File: src/rtl/vedic_mac_acc.sv
// Multiply-accumulate back end for the 16x16 Vedic multiplier: sums a burst of
// unsigned products over a valid/ready handshake and pulses done with the result.
module vedic_mac_acc #(
  parameter int PROD_W = 32,
  parameter int ACC_W  = 40,
  parameter int LEN_W  = 8
) (
  input  logic              clk,
  input  logic              rst,
  input  logic              start,
  input  logic [LEN_W-1:0]  len,
  input  logic              prod_valid,
  input  logic [PROD_W-1:0] prod,
  output logic              prod_ready,
  output logic [ACC_W-1:0]  acc_out,
  output logic              busy,
  output logic              done,
  output logic              ovf
);

  typedef enum logic [1:0] {
    IDLE = 2'd0,
    ACC  = 2'd1,
    DONE = 2'd2
  } state_t;

  state_t           state;
  state_t           state_next;
  logic [LEN_W-1:0] count;
  logic [LEN_W-1:0] len_q;
  logic             xfer;
  logic             last;
  logic [ACC_W:0]   sum;

  assign xfer = prod_valid && prod_ready;
  assign last = (count == len_q - LEN_W'(1));
  // One extra bit captures the carry out of bit ACC_W-1 for the overflow flag.
  assign sum  = {1'b0, acc_out} + (ACC_W + 1)'(prod);

  // NOTE: sequential state uses non-blocking assignments so every register
  // samples pre-edge values, independent of process ordering.
  always_ff @(posedge clk) begin
    if (rst) state <= IDLE;
    else     state <= state_next;
  end

  // NOTE: defaulting every always_comb output up front keeps paths that do not
  // assign it from inferring a latch.
  always_comb begin
    state_next = state;
    case (state)
      IDLE: if (start) state_next = (len == '0) ? DONE : ACC;
      ACC:  if (xfer && last) state_next = DONE;
      DONE: state_next = IDLE;
      default: state_next = IDLE;
    endcase
  end

  always_comb begin
    prod_ready = 1'b0;
    busy       = 1'b0;
    done       = 1'b0;
    case (state)
      ACC: begin
        prod_ready = 1'b1;
        busy       = 1'b1;
      end
      DONE: begin
        busy = 1'b1;
        done = 1'b1;
      end
      default: ;
    endcase
  end

  // acc_out and ovf persist through IDLE so the last burst result stays visible.
  always_ff @(posedge clk) begin
    if (rst) begin
      acc_out <= '0;
      ovf     <= 1'b0;
      count   <= '0;
      len_q   <= '0;
    end else begin
      case (state)
        IDLE: if (start) begin
          acc_out <= '0;
          ovf     <= 1'b0;
          count   <= '0;
          len_q   <= len;
        end
        ACC: if (xfer) begin
          acc_out <= sum[ACC_W-1:0];
          count   <= count + LEN_W'(1);
          if (sum[ACC_W]) ovf <= 1'b1;
        end
        default: ;
      endcase
    end
  end

endmodule

File: config.mk
export PLATFORM = sky130hd
export DESIGN_NAME = vedic_mac_acc
export DESIGN_NICKNAME = d
export VERILOG_FILES = /design/src/rtl/vedic_mac_acc.sv
export SDC_FILE = /design/constraint.sdc
export NUM_CORES = 1
export LEC_CHECK = 0
export BUFFER_PORTS_ARGS = -buffer_cell sky130_fd_sc_hd__buf_2
export CAP_MARGIN = 0
export CORE_ASPECT_RATIO = 1.25
export CORE_MARGIN = 2
export CORE_UTILIZATION = 60
export DETAILED_ROUTE_END_ITERATION = 7
export PLACE_DENSITY_LB_ADDON = 0.2
export SLEW_MARGIN = 10
export SYNTH_ARGS = -nofsm -noshare
export SYNTH_HDL_FRONTEND = slang
export SYNTH_SLANG_ARGS = --single-unit
File: constraint.sdc
create_clock -name clk -period 7.1 [get_ports clk]
set_input_delay 1.42 -clock clk [delete_from_list [all_inputs] [get_ports clk]]
set_output_delay 1.42 -clock clk [all_outputs]
set_load 0.03 [all_outputs]
**Word-level counts from Yosys, hierarchy flattened**

Index checks and enable logic that the tools add are counted.

- Add/sub/neg operators: 3
- Equal/unequal tests: 7
- Mux-type cells: 17
- Reductions and logical operators: 10

Operators with widths:

| kind | number |
|---|---|
| $mux 40 | 2 |
| $pmux 40 s2 | 1 |
| $add 40x32->41 | 1 |
| $mux 8 | 2 |
| $pmux 8 s2 | 1 |
| $add 8x1->8 const B | 1 |
| $eq 8x8->1 | 1 |
| $logic_not 8->1 | 1 |
| $ne 2x2->1 const B | 4 |
| $sub 8x1->8 const B | 1 |
| $mux 1 | 6 |
| $mux 2 | 3 |
| $pmux 2 s2 | 1 |
| $reduce_and 2->1 | 2 |
| $reduce_and 4->1 | 1 |
| $reduce_and 3->1 | 1 |
| $eq 2x1->1 const B | 1 |
| $eq 2x2->1 const B | 1 |
| $logic_and 1x1->1 | 2 |
| $logic_not 2->1 | 1 |
| $pmux 1 s2 | 1 |
| $reduce_bool 2->1 | 1 |
| $reduce_or 2->1 | 1 |

- Register bits: 59
- Input bits: 44
- Output and inout bits: 44
- Word-level logic and storage cells: 42

**Longest topological paths before layout**

- Depth after elaboration: 6
- Gate-level depth with buffers: 11
- Gate-level depth less buffers: 10

**Least setup slack after synthesis**

OpenSTA, ideal clock, no wires.

- Kind: in2reg
- Start: in prod[0]
- End: reg acc_out[38]
- Library setup time: 69 ps
- Arrival time: 3,529 ps
- Data required time: 7,031 ps
- Slack: 3,503 ps
- Stages: 10
- Path buffers: 0
- Cell sequence: ha_1 fa_1 a21o_1 a21oi_1 o21ai_1 a21oi_2 o21ai_1 a31o_2 mux2_1 o21ai_1

- Cells in the longest elaborated chain, start to end: 3

Ends and longest elaborated chain:

| element | line | text |
|---|---|---|
| start: declaration | 13 | `input logic [PROD_W-1:0] prod,` |
| $add 40x32->41 | 38 | `assign sum = {1'b0, acc_out} + (ACC_W + 1)'(prod);` |
| $mux 40 | 91 | `ACC: if (xfer) begin` |
| $pmux 40 s2 | 84 | `case (state)` |
| end signal: assignment | 92 | `acc_out <= sum[ACC_W-1:0];` |
| end: declaration | 15 | `output logic [ACC_W-1:0] acc_out,` |

No other way between the ends. The select of a mux whose other input is x is not followed.
A chain may end at the register's enable or synchronous reset.

**Worst setup path after layout**

Same ends and word-level chain as after synthesis.

==> impl_results.md <==
- Run status: finished, final reports clean
- Crit path buf inv count: 1
- Floorplan row count: 34
- Slowest stage cell on the critical path: sky130_fd_sc_hd__fa_1
- Largest net degree at the start of global routing: 33
- # resized after CTS: 0
- Number of fillers in the final layout: 614
- Post-Synthesis Mean Instance Area: 7.69 µm²
- Vertical die dimension: 99.5 µm
- First-pass GRT wire length: 18100 µm
- Die area: 7990 µm²
- Buffers inserted by post-CTS timing repair: 0
- Synthesized netlist cell count: 569
- Crit share post-route: 51.0%
- Layout overhead on the synthesized area: 13.8%
- Total core area: 7020 µm²
- Clock buffer depth: 2
- Power density of the placed cells: 261 nW/µm²
- Sequential area share after synthesis: 27.0%
- Critical setup path kind: input pin to flip-flop
- Number of antenna violations at the first check in global routing: 0
- Count of maximum capacitance violations: 0
- GRT Util Overall: 27.8%
- Detailed Route Iter0 Violations: 257
- Category of cells accounting for the largest share of critical-path delay: compound AO/OA/AOI/OAI gates
- Mean number of vias per cell: 5.86
- Worst hold start: acc_out[27]$_SDFFE_PP0P_
- Hpwl dp: 8120 µm
- Width of the chip: 80.4 µm
- Placed cells: 722
- Pins over their slew limit: 0
- Diodes inserted: 0
- Routed length per placed instance: 14.4 µm
- CTS Root Cell: sky130_fd_sc_hd__clkbuf_8
- Starting utilization of the core area: 62.3%
- Clock transition time at the flip-flop clock pins of the worst setup and hold paths: 0.07 ns
- Post-synth EDFFs: 0
- Number of CTS-inserted buffers: 9
- Top-Level Pins: 88
- Seq cells post-synth: 59
- Arrival time reported for the critical path endpoint: 3.89 ns
- Synth Flop Type: sky130_fd_sc_hd__dfxtp_1
- Actual slew at the worst max-slew pin: 1.22 ns
- Relative max-transition margin: 18.1%
- Startpoint of the lowest-slack register-to-register path: state[1]$_SDFFE_PP0P_
- Category of the worst setup path launch point: input pin
- Required time reported for the critical path endpoint: 7.37 ns
- Clk_lat worst skew: 0.34 ns
- Nets: 725
- Leakage dissipation: 0.00225 µW
- Max VDD drop: 0.188 mV
- Final number of setup-violating endpoints: 0
- Mapped Nets: 651
- Top achievable clock speed: 276 MHz
- Total of warnings raised by yosys: 0
- RSZ-0062 raised after global routing: no
- RePlAce Congestion: 0.890
- Hold Crit Class: flip-flop to flip-flop
- Async S/R FF share, synth: 0%
- CP Cell Sequence: buf_2, ha_1, fa_1, a21o_1, a21oi_1, o21ai_1, a21oi_2, o21ai_1, a31o_2, mux2_1, o21ai_1
- Final critical path time including I/O delays and setup: 3.62 ns
- H-tree level count: 3
- First-pass DRT Iterations: 4
- Global route total overflow: 0
- Total count of hold-check failures in the final report: 0
- Total wire length: 10700 µm
- Vias in the first global route: 4166
- Post-synthesis cell area: 4370 µm²
- Clock tree from TritonCTS: done
- Most common library cell in the layout ignoring fill and taps: sky130_fd_sc_hd__buf_2
- Share of layout cells above drive strength 1: 17.3%
- Number of library cell types mapped by synthesis: 66
- CP Max Fanout: 8
- Cell seen most often among critical-path stages: sky130_fd_sc_hd__o21ai_1
- Total vias in the final route: 4328
- Residual DRC count: 0
- Clock Sink Count: 59
- Most used cells in the layout excluding fill and tap cells: sky130_fd_sc_hd__buf_2, sky130_fd_sc_hd__nand2_1, sky130_fd_sc_hd__a21oi_1
- Skew final: 0.00723 ns
- CTS hold repair buffers: 0
- Crit. End Element: flip-flop
- Antenna-violating nets left: 0
- Final Instance Count excl. Fillers: 738
- Count of port buffers added during placement: 87
- Highest cell delay on the worst timing path: 0.41 ns
- Sum of negative setup slack: 0 ns
- Critical path startpoint: prod[0]
[metrics by stage]
| stage | worst slack (ns) | utilization [%] | total power (µW) | hold slack [ns] | area, µm² |
|---|---|---|---|---|---|
| finish | 3.48 | 70.9 | 1300 | 0.466 | 4980 |
| global route | 3.35 | 70.9 | 1390 | 0.488 | 4980 |
| CTS | 3.49 | 70.9 | 1300 | 0.467 | 4980 |
| detailed placement | 3.16 | 68.4 | 1020 | 0.458 | 4800 |
| global placement | 3.20 | 68.4 | 1010 | 0.447 | 4800 |
| floorplan | 3.50 | - | 889 | 0.447 | 4370 |
[sequential cells by signal (all words and copies together), names as in the netlist]
name     count
acc_out     40
count        8
len_q        8
state        2
ovf          1
[Yosys cell counts (8+ instances only)]
master | count | area [µm²]
sky130_fd_sc_hd__xnor2_1 | 15 | 131
sky130_fd_sc_hd__nand3_1 | 16 | 80.1
sky130_fd_sc_hd__o21a_1 | 11 | 82.6
sky130_fd_sc_hd__nor3_1 | 9 | 45.0
sky130_fd_sc_hd__a31oi_1 | 8 | 50.1
sky130_fd_sc_hd__and3_1 | 10 | 62.6
sky130_fd_sc_hd__a22oi_1 | 11 | 82.6
sky130_fd_sc_hd__a21o_1 | 10 | 75.1
sky130_fd_sc_hd__clkbuf_1 | 18 | 67.6
sky130_fd_sc_hd__xor2_1 | 26 | 228
sky130_fd_sc_hd__o21ai_0 | 15 | 75.1
sky130_fd_sc_hd__a21oi_1 | 60 | 300
sky130_fd_sc_hd__nand2_1 | 83 | 312
sky130_fd_sc_hd__nor2_1 | 58 | 218
sky130_fd_sc_hd__inv_1 | 10 | 37.5
sky130_fd_sc_hd__dfxtp_1 | 59 | 1180
sky130_fd_sc_hd__ha_1 | 37 | 463
sky130_fd_sc_hd__o21ai_1 | 25 | 125
[worst paths after layout]
kind | end | slack (ns) | depth (start not counted)
hold reg to reg | acc_out[27]$_SDFFE_PP0P_ | 0.47 | 2
hold / removal | acc_out[27]$_SDFFE_PP0P_ | 0.47 | 2
setup reg to reg | acc_out[21]$_SDFFE_PP0P_ | 4.21 | 8
setup / recovery | acc_out[38]$_SDFFE_PP0P_ | 3.48 | 11
[metal layers]
metal	share of wire [%]	GRT usage [%]	up-vias	wire (µm)
li1	-	-	2209	-
met2	52	49.2	120	5500
met3	4.0	3.09	19	430
met1	42	34.2	1980	4530
met5	0	0	-	0
met4	1.9	10.7	0	206
[area by class of cell]
type	count	area (µm²)	share of cell area, %
well taps	90	113	2.26
inverters	10	37.5	0.754
clock inverters	2	10.0	0.201
clock buffers	14	163	3.27
repair buffers	87	435	8.75
flip-flops and latches	59	1180	23.7
multi-input cells	476	3040	61.0
[cells by family after synthesis]
| group | synth area share (%) |
|---|---|
| simple gates | 21.9 |
| fa+ha+maj | 11.0 |
| compound gates | 27.1 |
| flops | 27.0 |
| xor+xnor | 8.21 |
| buf+inv | 3.55 |
| mux | 1.17 |
[where the power goes]
| group | switching, µW | internal, µW | total [µW] |
|---|---|---|---|
| clock | 134 | 145 | 280 |
| sequential | 36.2 | 372 | 408 |
| combinational | 397 | 215 | 612 |
| total | 567 | 732 | 1300 |
[worst min-delay path: stages, from the launching register on]
cell and delay, ns:
sky130_fd_sc_hd__dfxtp_1 0.32, sky130_fd_sc_hd__nand2_1 0.05, sky130_fd_sc_hd__o21ai_1 0.05
(Power assumes the default switching activity.)
